<file path="config.mk">
export PLATFORM = sky130hd
export DESIGN_NAME = mem_writeback_flat
export DESIGN_NICKNAME = d
export VERILOG_FILES = /design/src/rtl/mem_writeback_pkg.sv /design/src/rtl/mem_writeback_if.sv /design/src/rtl/mem_port_ctrl.sv /design/src/rtl/mem_writeback.sv /design/src/flat_wrapper.sv
export SDC_FILE = /design/constraint.sdc
export NUM_CORES = 1
export LEC_CHECK = 0
export ABC_CLOCK_PERIOD_IN_PS = 1550
export BUFFER_PORTS_ARGS = -buffer_cell sky130_fd_sc_hd__buf_2
export CAP_MARGIN = 30
export CORE_MARGIN = 4
export CORE_UTILIZATION = 45
export CTS_CLUSTER_SIZE = 40
export DETAILED_ROUTE_END_ITERATION = 8
export PLACE_DENSITY_LB_ADDON = 0.15
export SLEW_MARGIN = 25
export SYNTH_ARGS = -nofsm -noshare
export SYNTH_HDL_FRONTEND = slang
export SYNTH_HIERARCHICAL = 1
export SYNTH_SLANG_ARGS = --single-unit
</file>
<file path="constraint.sdc">
create_clock -name clk -period 1.55 [get_ports clk]
set_clock_uncertainty 0.05 [all_clocks]
set_input_delay 0.2325 -clock clk [delete_from_list [all_inputs] [get_ports clk]]
set_output_delay 0.2325 -clock clk [all_outputs]
set_load 0.005 [all_outputs]
</file>
<file path="src/rtl/mem_writeback_pkg.sv">
// mem_writeback_pkg: opcode constants, instruction field positions and stage state encoding
package mem_writeback_pkg;
  localparam int OPC_MSB = 15;
  localparam int OPC_LSB = 11;
  localparam int RD_MSB  = 10;
  localparam int RD_LSB  = 8;
  localparam logic [4:0] OPC_NOP = 5'h00;
  localparam logic [4:0] OPC_ADD = 5'h01;
  localparam logic [4:0] OPC_LD  = 5'h02;
  localparam logic [4:0] OPC_ST  = 5'h03;
  localparam logic [4:0] OPC_SUB = 5'h04;
  localparam logic [4:0] OPC_MUL = 5'h05;
  localparam logic [4:0] OPC_CMP = 5'h06;
  localparam logic [4:0] OPC_MOV = 5'h07;
  localparam logic [4:0] OPC_OR  = 5'h08;
  localparam logic [4:0] OPC_AND = 5'h09;
  localparam logic [4:0] OPC_NOT = 5'h0A;
  localparam logic [4:0] OPC_LSL = 5'h0B;
  localparam logic [4:0] OPC_LSR = 5'h0C;
  typedef enum logic {IDLE, WAIT} state_t;
  function automatic logic is_alu_op(input logic [4:0] opc);
    return opc == OPC_ADD || opc == OPC_SUB || opc == OPC_MUL ||
           (opc >= OPC_MOV && opc <= OPC_LSR);
  endfunction
endpackage

</file>
<file path="src/rtl/mem_writeback_if.sv">
// mem_writeback_if: req/ack data-memory port between the write-back stage and memory
interface mem_writeback_if;
  logic        mem_req;
  logic        mem_we;
  logic [15:0] mem_addr;
  logic [15:0] mem_wdata;
  logic        mem_ack;
  logic [15:0] mem_rdata;
  modport master (output mem_req, mem_we, mem_addr, mem_wdata, input mem_ack, mem_rdata);
  modport slave  (input mem_req, mem_we, mem_addr, mem_wdata, output mem_ack, mem_rdata);
endinterface

</file>
<file path="src/rtl/mem_port_ctrl.sv">
// mem_port_ctrl: WAIT state, timeout counter, req/ack handshake and sticky mem_err
module mem_port_ctrl
  import mem_writeback_pkg::*;
#(
  parameter int TIMEOUT = 16
) (
  input  logic        clk,
  input  logic        reset,
  input  logic        start,
  input  logic        we,
  input  logic [15:0] addr,
  input  logic [15:0] wdata,
  output logic        busy,
  output logic        done,
  output logic        mem_err,
  mem_writeback_if.master mem
);
  localparam int CW = $clog2(TIMEOUT) + 1;
  state_t        state;
  logic [CW-1:0] cnt;
  logic          expire;
  assign busy   = state == WAIT;
  assign done   = busy && mem.mem_ack;
  // an ack on the last allowed cycle still completes the access
  assign expire = busy && !mem.mem_ack && cnt == CW'(TIMEOUT - 1);
  always_ff @(posedge clk or negedge reset) begin
    if (!reset) begin
      state         <= IDLE;
      cnt           <= '0;
      mem_err       <= 1'b0;
      mem.mem_req   <= 1'b0;
      mem.mem_we    <= 1'b0;
      mem.mem_addr  <= '0;
      mem.mem_wdata <= '0;
    end else if (state == IDLE) begin
      if (start) begin
        state         <= WAIT;
        cnt           <= '0;
        mem.mem_req   <= 1'b1;
        mem.mem_we    <= we;
        mem.mem_addr  <= addr;
        mem.mem_wdata <= wdata;
      end
    end else if (done || expire) begin
      state       <= IDLE;
      mem.mem_req <= 1'b0;
      mem_err     <= mem_err | expire;
    end else begin
      cnt <= cnt + 1'b1;
    end
  end
endmodule

</file>
<file path="src/rtl/mem_writeback.sv">
// mem_writeback: decodes the retiring instruction, runs LD/ST on the memory port
// and drives single-cycle register-file write-back and retire pulses
module mem_writeback
  import mem_writeback_pkg::*;
#(
  parameter int TIMEOUT = 16
) (
  input  logic        clk,
  input  logic        reset,
  input  logic [15:0] instrin,
  input  logic [15:0] aluresult,
  input  logic [15:0] st_data,
  input  logic        is_branch_takenin,
  output logic        stall,
  mem_writeback_if.master mem,
  output logic        rf_we,
  output logic [2:0]  rf_waddr,
  output logic [15:0] rf_wdata,
  output logic [15:0] instrout,
  output logic        mem_err
);
  logic [4:0]  opc;
  logic [2:0]  rd;
  logic        busy, done, start, alu, ld_q, ld_done;
  logic [2:0]  rd_q;
  logic [15:0] instr_q;
  assign opc     = instrin[OPC_MSB:OPC_LSB];
  assign rd      = instrin[RD_MSB:RD_LSB];
  assign start   = !busy && !is_branch_takenin && (opc == OPC_LD || opc == OPC_ST);
  assign alu     = !busy && !is_branch_takenin && is_alu_op(opc);
  assign ld_done = done && ld_q;
  assign stall   = busy;
  mem_port_ctrl #(.TIMEOUT(TIMEOUT)) u_port (
    .clk     (clk),
    .reset   (reset),
    .start   (start),
    .we      (opc == OPC_ST),
    .addr    (aluresult),
    .wdata   (st_data),
    .busy    (busy),
    .done    (done),
    .mem_err (mem_err),
    .mem     (mem)
  );
  always_ff @(posedge clk or negedge reset) begin
    if (!reset) begin
      rf_we    <= 1'b0;
      rf_waddr <= '0;
      rf_wdata <= '0;
      instrout <= '0;
      ld_q     <= 1'b0;
      rd_q     <= '0;
      instr_q  <= '0;
    end else begin
      rf_we    <= alu || ld_done;
      rf_waddr <= alu ? rd : ld_done ? rd_q : 3'd0;
      rf_wdata <= alu ? aluresult : ld_done ? mem.mem_rdata : 16'd0;
      instrout <= alu ? instrin : done ? instr_q : 16'd0;
      if (start) begin
        ld_q    <= opc == OPC_LD;
        rd_q    <= rd;
        instr_q <= instrin;
      end
    end
  end
endmodule

</file>
<file path="src/flat_wrapper.sv">
// flat-port wrapper written by rule: the top's interface ports become plain ports
module mem_writeback_flat import mem_writeback_pkg::*;
#(
  parameter int TIMEOUT = 16
)
  (clk, reset, instrin, aluresult, st_data, is_branch_takenin, stall, rf_we, rf_waddr, rf_wdata, instrout, mem_err, mem_mem_req, mem_mem_we, mem_mem_addr, mem_mem_wdata, mem_mem_ack, mem_mem_rdata);
  mem_writeback_if mem_i ();
  input  logic clk;
  input  logic reset;
  input  logic [15:0] instrin;
  input  logic [15:0] aluresult;
  input  logic [15:0] st_data;
  input  logic is_branch_takenin;
  output logic stall;
  output logic rf_we;
  output logic [2:0] rf_waddr;
  output logic [15:0] rf_wdata;
  output logic [15:0] instrout;
  output logic mem_err;
  output wire logic [$bits(mem_i.mem_req)-1:0] mem_mem_req;
  output wire logic [$bits(mem_i.mem_we)-1:0] mem_mem_we;
  output wire logic [$bits(mem_i.mem_addr)-1:0] mem_mem_addr;
  output wire logic [$bits(mem_i.mem_wdata)-1:0] mem_mem_wdata;
  input wire logic [$bits(mem_i.mem_ack)-1:0] mem_mem_ack;
  input wire logic [$bits(mem_i.mem_rdata)-1:0] mem_mem_rdata;
  assign mem_mem_req = mem_i.mem_req;
  assign mem_mem_we = mem_i.mem_we;
  assign mem_mem_addr = mem_i.mem_addr;
  assign mem_mem_wdata = mem_i.mem_wdata;
  assign mem_i.mem_ack = mem_mem_ack;
  assign mem_i.mem_rdata = mem_mem_rdata;
  mem_writeback #(.TIMEOUT(TIMEOUT)) u_core (.clk(clk), .reset(reset), .instrin(instrin), .aluresult(aluresult), .st_data(st_data), .is_branch_takenin(is_branch_takenin), .stall(stall), .mem(mem_i), .rf_we(rf_we), .rf_waddr(rf_waddr), .rf_wdata(rf_wdata), .instrout(instrout), .mem_err(mem_err));
endmodule
</file>
=== Word level (Yosys, flattened, before mapping) ===
Cells that the tools add are included.

* Bits in read-only memories: 0
* Memories kept: 0
* Latch bits: 0
* Register bits after elaboration: 97
* Output and inout bits: 72
* RAM bits: 0
* Word-level logic and storage cells: 64

* Magnitude comparators: 2
* $add $sub $neg: 1
* Mux-type cells: 15
* Multipliers: 0
* Divide/modulo/power cells: 0
* Reductions and logical operators: 22
* Bitwise logic cells: 2
* Equality and inequality tests: 8
* Shift operators: 0

{| class="wikitable"
|+ Operators with widths
! kind !! number
|-
| $mux 16 || 4
|-
| $mux 5 || 3
|-
| $eq 5x2->1 const B || 2
|-
| $eq 5x3->1 const B || 2
|-
| $logic_and 1x1->1 || 8
|-
| $reduce_and 2->1 || 4
|-
| $logic_or 1x1->1 || 6
|-
| $mux 1 || 6
|-
| $mux 3 || 2
|-
| $add 5x1->5 const B || 1
|-
| $eq 5x1->1 const B || 1
|-
| $eq 5x4->1 const B || 1
|-
| $ge 5x3->1 const B || 1
|-
| $le 5x4->1 const B || 1
|-
| $logic_not 1->1 || 3
|-
| $ne 2x1->1 const B || 1
|-
| $ne 2x2->1 const B || 1
|-
| $reduce_bool 2->1 || 1
|-
| $not 1->1 || 1
|-
| $or 1x1->1 || 1
|}

=== Depth between registers and ports, before layout ===
Gate-level depths: netlist of run 1.

* Word-level depth: 6
* Gate-level depth with buffers: 9
* Mapped depth without buffers: 6

=== Modules after synthesis ===
Netlist of run 1, hierarchy kept.

{| class="wikitable"
|+ By module, submodules not included
! module !! instances !! cells each !! area an instance (sq um) !! sequential area each (sq um)
|-
| mem_writeback || 1 || 175 || 2308.5 || 1326.3
|-
| mem_port_ctrl || 1 || 180 || 1641.6 || 1026.0
|}

=== Least setup slack after synthesis of run 1 ===
Ideal clock, no wire load.

* Kind: register to register
* From: register u_core.u_port.cnt[0]
* To: register u_core.u_port.cnt[3]
* Path buffers: 1
* Required time: 1.381 ns
* Arrival: 1.554 ns
* Clock period less this slack: 1.723 ns
* Setup time: 0.119 ns
* Cell stages (with the launch flop): 8
* Path slack: -0.173 ns
* Path through: dfrtp_1 ha_1 and3_1 ha_1 or3b_1 buf_2 nand3_1 o21ai_2

* Word-level cells in the longest chain between the ends: 5
* Elaborated cells on any way between the ends: 8

{| class="wikitable"
|+ Ends and longest elaborated chain
! element !! line !! text
|-
| start, declared || mem_port_ctrl.sv:20 || <nowiki>logic [CW-1:0] cnt;</nowiki>
|-
| start signal, assigned || mem_port_ctrl.sv:49 || <nowiki>cnt <= cnt + 1'b1;</nowiki>
|-
| branches (longest 5 deep; another with $add 5x1->5) || - ||
|}

Several ways; the timed one is not identified. The select of a mux whose other input is x is not followed.
A chain may end at the register's enable or synchronous reset.

=== Final worst setup path of run 1 ===
Same ends and word-level chain as after synthesis.

==> results of run 1 <==
-- layout make-up --
cell class,count,area [um2],share of cell area (%)
Clock buffer,9,124,2.31
Sequential cell,94,2350,43.9
Inverter,18,67.6,1.26
Timing Repair Buffer,179,1140,21.3
Tap cell,105,131,2.45
Clock inverter,6,61.3,1.15
Multi-Input combinational cell,224,1480,27.6
-- worst min-delay path: stages --
cell,delay [ns]
buf_2,0.08
nand2_1,0.04
nand2_1,0.04
-- routing by layer --
metal / track usage (%) / up-vias / share of wire, % / wire length, um
met5: 0 / - / 0 / 0
met4: 3.99 / 0 / 0.74 / 70
met3: 6.40 / 7 / 7.7 / 727
met2: 31.7 / 99 / 50 / 4670
met1: 23.5 / 1411 / 42 / 3960
li1: - / 1476 / - / -
-- registers in the layout, indices dropped and copies added (netlist names), 2 cells and up --
name	flops
u_core/rf_waddr	3
u_core/instr_q	14
u_core/instrout	16
u_core/u_port/mem.mem_addr	16
u_core/u_port/mem.mem_wdata	16
u_core/rf_wdata	16
u_core/u_port/cnt	5
u_core/rd_q	2
-- logic make-up (layout without fill, tap and decap cells) --
logic type | after synthesis | count (layout) | share of synthesized area (%)
flip-flops | 94 | 94 | 59.6
buffers and inverters | 37 | 212 | 4.97
AND/OR/NAND/NOR | 165 | 165 | 18.6
multiplexers | 48 | 48 | 14.1
AO/OA/AOI/OAI | 7 | 7 | 1.68
XOR/XNOR | 2 | 2 | 0.444
adder cells (fa/ha/maj) | 2 | 2 | 0.633
-- power by group --
group	internal (W)	switching (W)	total (W)
Clock	0.000734	0.000812	0.00155
Combinational	0.000530	0.000441	0.000971
Sequential	0.00276	0.000191	0.00295
Total	0.00402	0.00144	0.00547
-- per-stage QoR --
step	area, um2	std cells	util [%]	setup WS [ns]	total power, W
2_1_floorplan	4020	355	-	-0.110	0.00337
3_5_place_dp	4990	608	59.5	-0.204	0.00391
6_report	5350	635	63.9	-0.104	0.00547
4_1_cts	5230	628	62.4	-0.0784	0.00550
5_1_grt	5350	635	63.9	-0.150	0.00581
3_3_place_gp	4990	608	59.5	-0.159	0.00387
-- cell usage in the layout, fill, tap and decap left out, types with 2 or more instances in the layout --
master / n
nand3_1: 5
nand2_1: 119
xor2_1: 2
mux2_2: 18
nand2b_1: 2
dfrtp_1: 94
mux2_4: 11
mux2i_1: 19
buf_12: 6
buf_2: 138
and3_4: 2
inv_1: 17
buf_6: 10
buf_4: 20
clkbuf_8: 9
and3_1: 16
o21ai_1: 2
dlygate4sd3_1: 4
and2_1: 4
nand3_2: 4
nor2_1: 3
clkinv_2: 3
-- worst min-delay path by stage --
stage                          start  slack, ns                              to  cells after the start
after global placement         reset        0.1  u_core/u_port/mem.mem_wdata[0]                      1
final                     st_data[3]       0.02  u_core/u_port/mem.mem_wdata[3]                      3
after detailed placement       reset       0.10  u_core/u_port/mem.mem_wdata[0]                      1
after global routing      st_data[3]      0.004  u_core/u_port/mem.mem_wdata[3]                      3
after CTS                 st_data[4]     0.0006  u_core/u_port/mem.mem_wdata[4]                      3
after floorplan                reset      -0.11               u_core/instr_q[0]                      0
-- what timing repair did --
item | in CTS | in global routing
pin swaps | 4 | 5
endpoints found under the hold margin | 22 | 0
gates resized for setup | 3 | 13
cloned | 0 | 1
hold buffers | 4 | 0
endpoints found under the setup margin | 24 | 57
buffers inserted | 1 | 6
==> flow_metrics.tcl, run 1 <==
set metrics [dict create \
    status "finished, violations left" \
    failed_checks "negative setup slack" \
    tritoncts "yes" \
    place_hpwl_mm 6.84 \
    grt_max_degree 34 \
    cp_slowest_cell "or3b_4" \
    slew_headroom_pct 56.3 \
    synth_ff_type "dfrtp_1" \
    cts_buffers 9 \
    area_delta_synth_final_pct 35.5 \
    grt_overflow 0 \
    path_cells "ha_2 > and3_4 > ha_4 > or3b_4 > nand3_2 > o21ai_2" \
    worst_slew_pin_slew_ns 0.655 \
    r2r-end "u_core/u_port/cnt[3]" \
    worst-path-buf-inv 0 \
    grt_pass1_wl_mm 15.0 \
    worstSkewPairLatency_ns 0.35 \
    die_h_um 102 \
    synth_top_area_cell "dfrtp_1" \
    tns_ns -0.441 \
    grt_pass1_vias 3150 \
    nFillCells 718 \
    critical_path.max_stage_delay_ns 0.44 \
    drt_iter0_drc 137 \
    synth-edff-count 0 \
    synthMostInstantiatedCell "nand2_1" \
    routed_wl_mm 9.43 \
    ir_drop_mv 0.679 \
    start_kind "flip-flop" \
    diodes 0 \
    rsz0062_at_grt "true" \
    path_max_fanout 8 \
    numPortBuffers 139 \
    period_share_pct 107 \
    required_ns 1.73 \
    hp-class "in -> reg" \
    die-width_um 102 \
    end_kind "flip-flop" \
    syn_area_um2 3950 \
    hold_violations 0 \
    layout-drive-gt1-share_pct 44.9 \
    drv_slew 0 \
    nets 596 \
    arrival_ns 1.83 \
    netlist.area_leader.share_pct 59.6 \
    clock_path_buffers 2 \
    antenna_found_initial 0 \
    synth_warnings 6 \
    critPathKind "reg -> reg" \
    timing.final.ws_setup_ns -0.104 \
    syn_nets 425 \
    grt_usage_pct 18.8 \
    power.leakage_nw 3.18 \
    rows 33 \
    holdWs_ns 0.0214 \
    ant_nets 0 \
    cts_sinks 94 \
    max_freq_mhz 605 \
    synthTopCellsByCount "nand2_1 (119), dfrtp_1 (94), mux2i_1 (19)" \
    cts_root_buf "clkbuf_8" \
    drc 0 \
    period_needed_ns 1.65 \
    reg2reg_slack_ns -0.10 \
    yosys-top-cells-area "dfrtp_1 (60%), nand2_1 (11%), mux2_2 (5.1%)" \
    power.density_nw_per_um2 1020 \
    crit_path_start "u_core/u_port/cnt[0]" \
    start_util_pct 47.1 \
    synth.avg_cell_area_um2 11.1 \
    dieArea_um2 10300 \
    htree_num_levels 3 \
    reg2reg_from "u_core/u_port/cnt[0]" \
    endpoint "u_core/u_port/cnt[3]" \
    vias 2993 \
    finalSetupViolCount 5 \
    clkTransAtPathRegs_ns 0.09 \
    ys_async_sr_fraction_pct 100 \
    ioPinCount 140 \
    wire_per_inst_um 14.8 \
    fp.coreArea_um2 8380 \
    synth.distinct_cells 32 \
    r2r_cells 6 \
    netlist_instances 355 \
    path_delay_family "simple AND/OR/NAND/NOR gates" \
    drt-vias-per-instance 4.71 \
    cap_viol_max_count 0 \
    ys_seq_area_share_pct 59.6 \
    ys_ff_latch 94 \
    routabilityCongestion 0.752 \
    drt_first_pass_iters 6 \
    worst-path-stages 6 \
]
Note: power is estimated with default switching activity, not from simulation.
==> run 2: changes to the inputs <==
--- a/config.mk
+++ b/config.mk
@@ -10,2 +10,3 @@
 export CAP_MARGIN = 30
+export CORE_ASPECT_RATIO = 1.25
 export CORE_MARGIN = 4
==> constraint.sdc (replaced) <==
create_clock -name clk -period 1.55 [get_ports clk]
set_clock_uncertainty 0.05 [all_clocks]
set_input_delay 0.31 -clock clk [delete_from_list [all_inputs] [get_ports clk]]
set_output_delay 0.31 -clock clk [all_outputs]
set_load 0.01 [all_outputs]
==> run 2 against run 1 <==
Effect of this change: core utilization decreased by 0.56 points; critical path type unchanged; critical endpoint is now u_core/u_port/cnt[4]; maximum frequency increased by 0.68%; highest routed layer unchanged; largest cell class unchanged; die area about the same; flip-flop and latch count is the same; final cell count grew 0.31%; the run still ends with negative setup slack left.
==> flow_metrics.tcl, run 2 (synthesis results as in run 1) <==
set metrics [dict create \
    finalSetupViolCount 5 \
    vias 3021 \
    layout_common_cells "buf_2 (138), nand2_1 (119), dfrtp_1 (93)" \
    cp_slowest_cell "or3b_4" \
    power.density_nw_per_um2 1120 \
    grt_pass1_vias 3251 \
    die_h_um 113 \
    layout-drive-gt1-share_pct 44.4 \
    nets 585 \
    wire_per_inst_um 14.5 \
    reg2reg_from "u_core/u_port/cnt[1]" \
    area_delta_synth_final_pct 34.3 \
    clkPwrFrac_pct 33.0 \
    crit_path_start "u_core/u_port/cnt[1]" \
    power.internal_w 0.00435 \
    antenna_found_initial 0 \
    routabilityCongestion 0.809 \
    failed_checks "negative setup slack" \
    drt_iter0_drc 61 \
    cts_root_buf "clkbuf_8" \
    rows 37 \
    start_kind "flip-flop" \
    period_share_pct 106 \
    required_ns 1.76 \
    final_common_cell "buf_2" \
    die-width_um 91.8 \
    cts_buffers 9 \
    timing.final.ws_setup_ns -0.0924 \
    critical_path.max_stage_delay_ns 0.44 \
    status "finished, violations left" \
    diodes 0 \
    start_util_pct 47.1 \
    fp.coreArea_um2 8380 \
    end_kind "flip-flop" \
    power.leakage_nw 3.14 \
    critPathKind "reg -> reg" \
    drv_slew 0 \
    ant_nets 0 \
    numPortBuffers 139 \
    worstSkewPairLatency_ns 0.36 \
    path_cells "ha_2 > and3_4 > ha_4 > or3b_4 > nand3_2 > o21ai_1" \
    rsz0062_at_grt "true" \
    dpl_cell_area_um2 5020 \
    grt_overflow 0 \
    drc 0 \
    final_cell_area_um2 5310 \
    r2r_cells 6 \
    grt_usage_pct 19.1 \
    clkTransAtPathRegs_ns 0.09 \
    clock_path_buffers 2 \
    ir_drop_mv 0.563 \
    period_needed_ns 1.64 \
    grt_max_degree 30 \
    dieArea_um2 10400 \
    pwr-share-comb_pct 17.8 \
    ioPinCount 140 \
    drt-vias-per-instance 4.74 \
    arrival_ns 1.85 \
    cts_sinks 94 \
    hold_violations 0 \
    htree_num_levels 3 \
    p_total_w 0.00593 \
    tritoncts "yes" \
    power_switching_share_pct 26.7 \
    r2r-end "u_core/u_port/cnt[4]" \
    switchingPower_w 0.00158 \
    slew_headroom_pct 73.3 \
    pre_cts_ws_ns -0.209 \
    worst_slew_pin_slew_ns 0.401 \
    cap_viol_max_count 0 \
    place_hpwl_mm 6.73 \
    grt_pass1_wl_mm 15.5 \
    path_max_fanout 8 \
    hp-class "in -> reg" \
    endpoint "u_core/u_port/cnt[4]" \
    max_freq_mhz 609 \
    reg2reg_slack_ns -0.09 \
    routed_wl_mm 9.23 \
    drt_first_pass_iters 4 \
    pwr-share-seq_pct 49.2 \
]
[run 2: changes by cell type in the layout (fill, tap and decap cells not counted), moves of 2 or more]
| cell | change |
|---|---|
| dlygate4sd3_1 | -3 |
| clkinv_2 | -3 |
| clkinv_4 | +2 |
| buf_6 | -9 |
| bufinv_16 | +2 |
[run 2: final cells by class]
type,instances,area [um2]
fill,719,3070
sequential,94,2350
multi-input combinational,224,1480
timing repair buffer,168,1010
tap,117,146
clock buffer,9,124
clock inverter,7,123
inverter,18,70.1
[run 2: worst max-delay path, delay by kind of cell (launching register included)]
| family | cells | cell delay (ns) |
|---|---|---|
| fa+ha+maj | 2 | 0.35 |
| simple gates | 3 | 0.67 |
| flops | 1 | 0.40 |
| compound gates | 1 | 0.06 |
[run 2: worst min path at each step]
stage	start	end	slack (ns)	cells after the start
after global routing	st_data[2]	u_core/u_port/mem.mem_wdata[2]	0.07	3
after detailed placement	reset	u_core/u_port/mem.mem_wdata[2]	0.22	1
final	st_data[0]	u_core/u_port/mem.mem_wdata[0]	0.08	3
after global placement	reset	u_core/u_port/mem.mem_wdata[2]	0.22	1
after CTS	st_data[14]	u_core/u_port/mem.mem_wdata[14]	0.06	3
after floorplan	reset	u_core/instr_q[0]	-0.04	0
[run 2: layer usage]
metal  track usage, %  part of all wire, %
met1             21.9                   40
met4             8.72                  2.0
met2             33.9                   52
met3             4.19                  6.1
met5                0                    0
[run 2: power by group through the flow]
| stage | registers (W) | logic, W | clock network, W |
|---|---|---|---|
| CTS | 0.00291 | 0.00107 | 0.00200 |
| global placement | 0.00295 | 0.00102 | 0 |
| floorplan | 0.00306 | 0.000399 | 0 |
| global route | 0.00296 | 0.00117 | 0.00213 |
| detailed placement | 0.00296 | 0.00105 | 0 |
| finish | 0.00292 | 0.00106 | 0.00196 |
[run 2: repair_timing]
action / CTS / global route
buffers inserted: 1 / 0
pin swaps: 4 / 0
hold buffers: 1 / 0
hold endpoints to repair: 25 / 0
endpoints found under the setup margin: 7 / 15
gates cloned: 0 / 0
gates resized for setup: 3 / 3
[run 2: metrics by stage]
stage / setup TNS, ns / util, % / hold slack [ns] / instances
global placement: -2.38 / 59.9 / 0.221 / 619
global route: -0.784 / 63.3 / 0.0719 / 637
floorplan: -0.974 / - / -0.0356 / 355
finish: -0.410 / 63.3 / 0.0805 / 637
CTS: -0.290 / 63.1 / 0.0576 / 637
detailed placement: -4.82 / 59.9 / 0.220 / 619
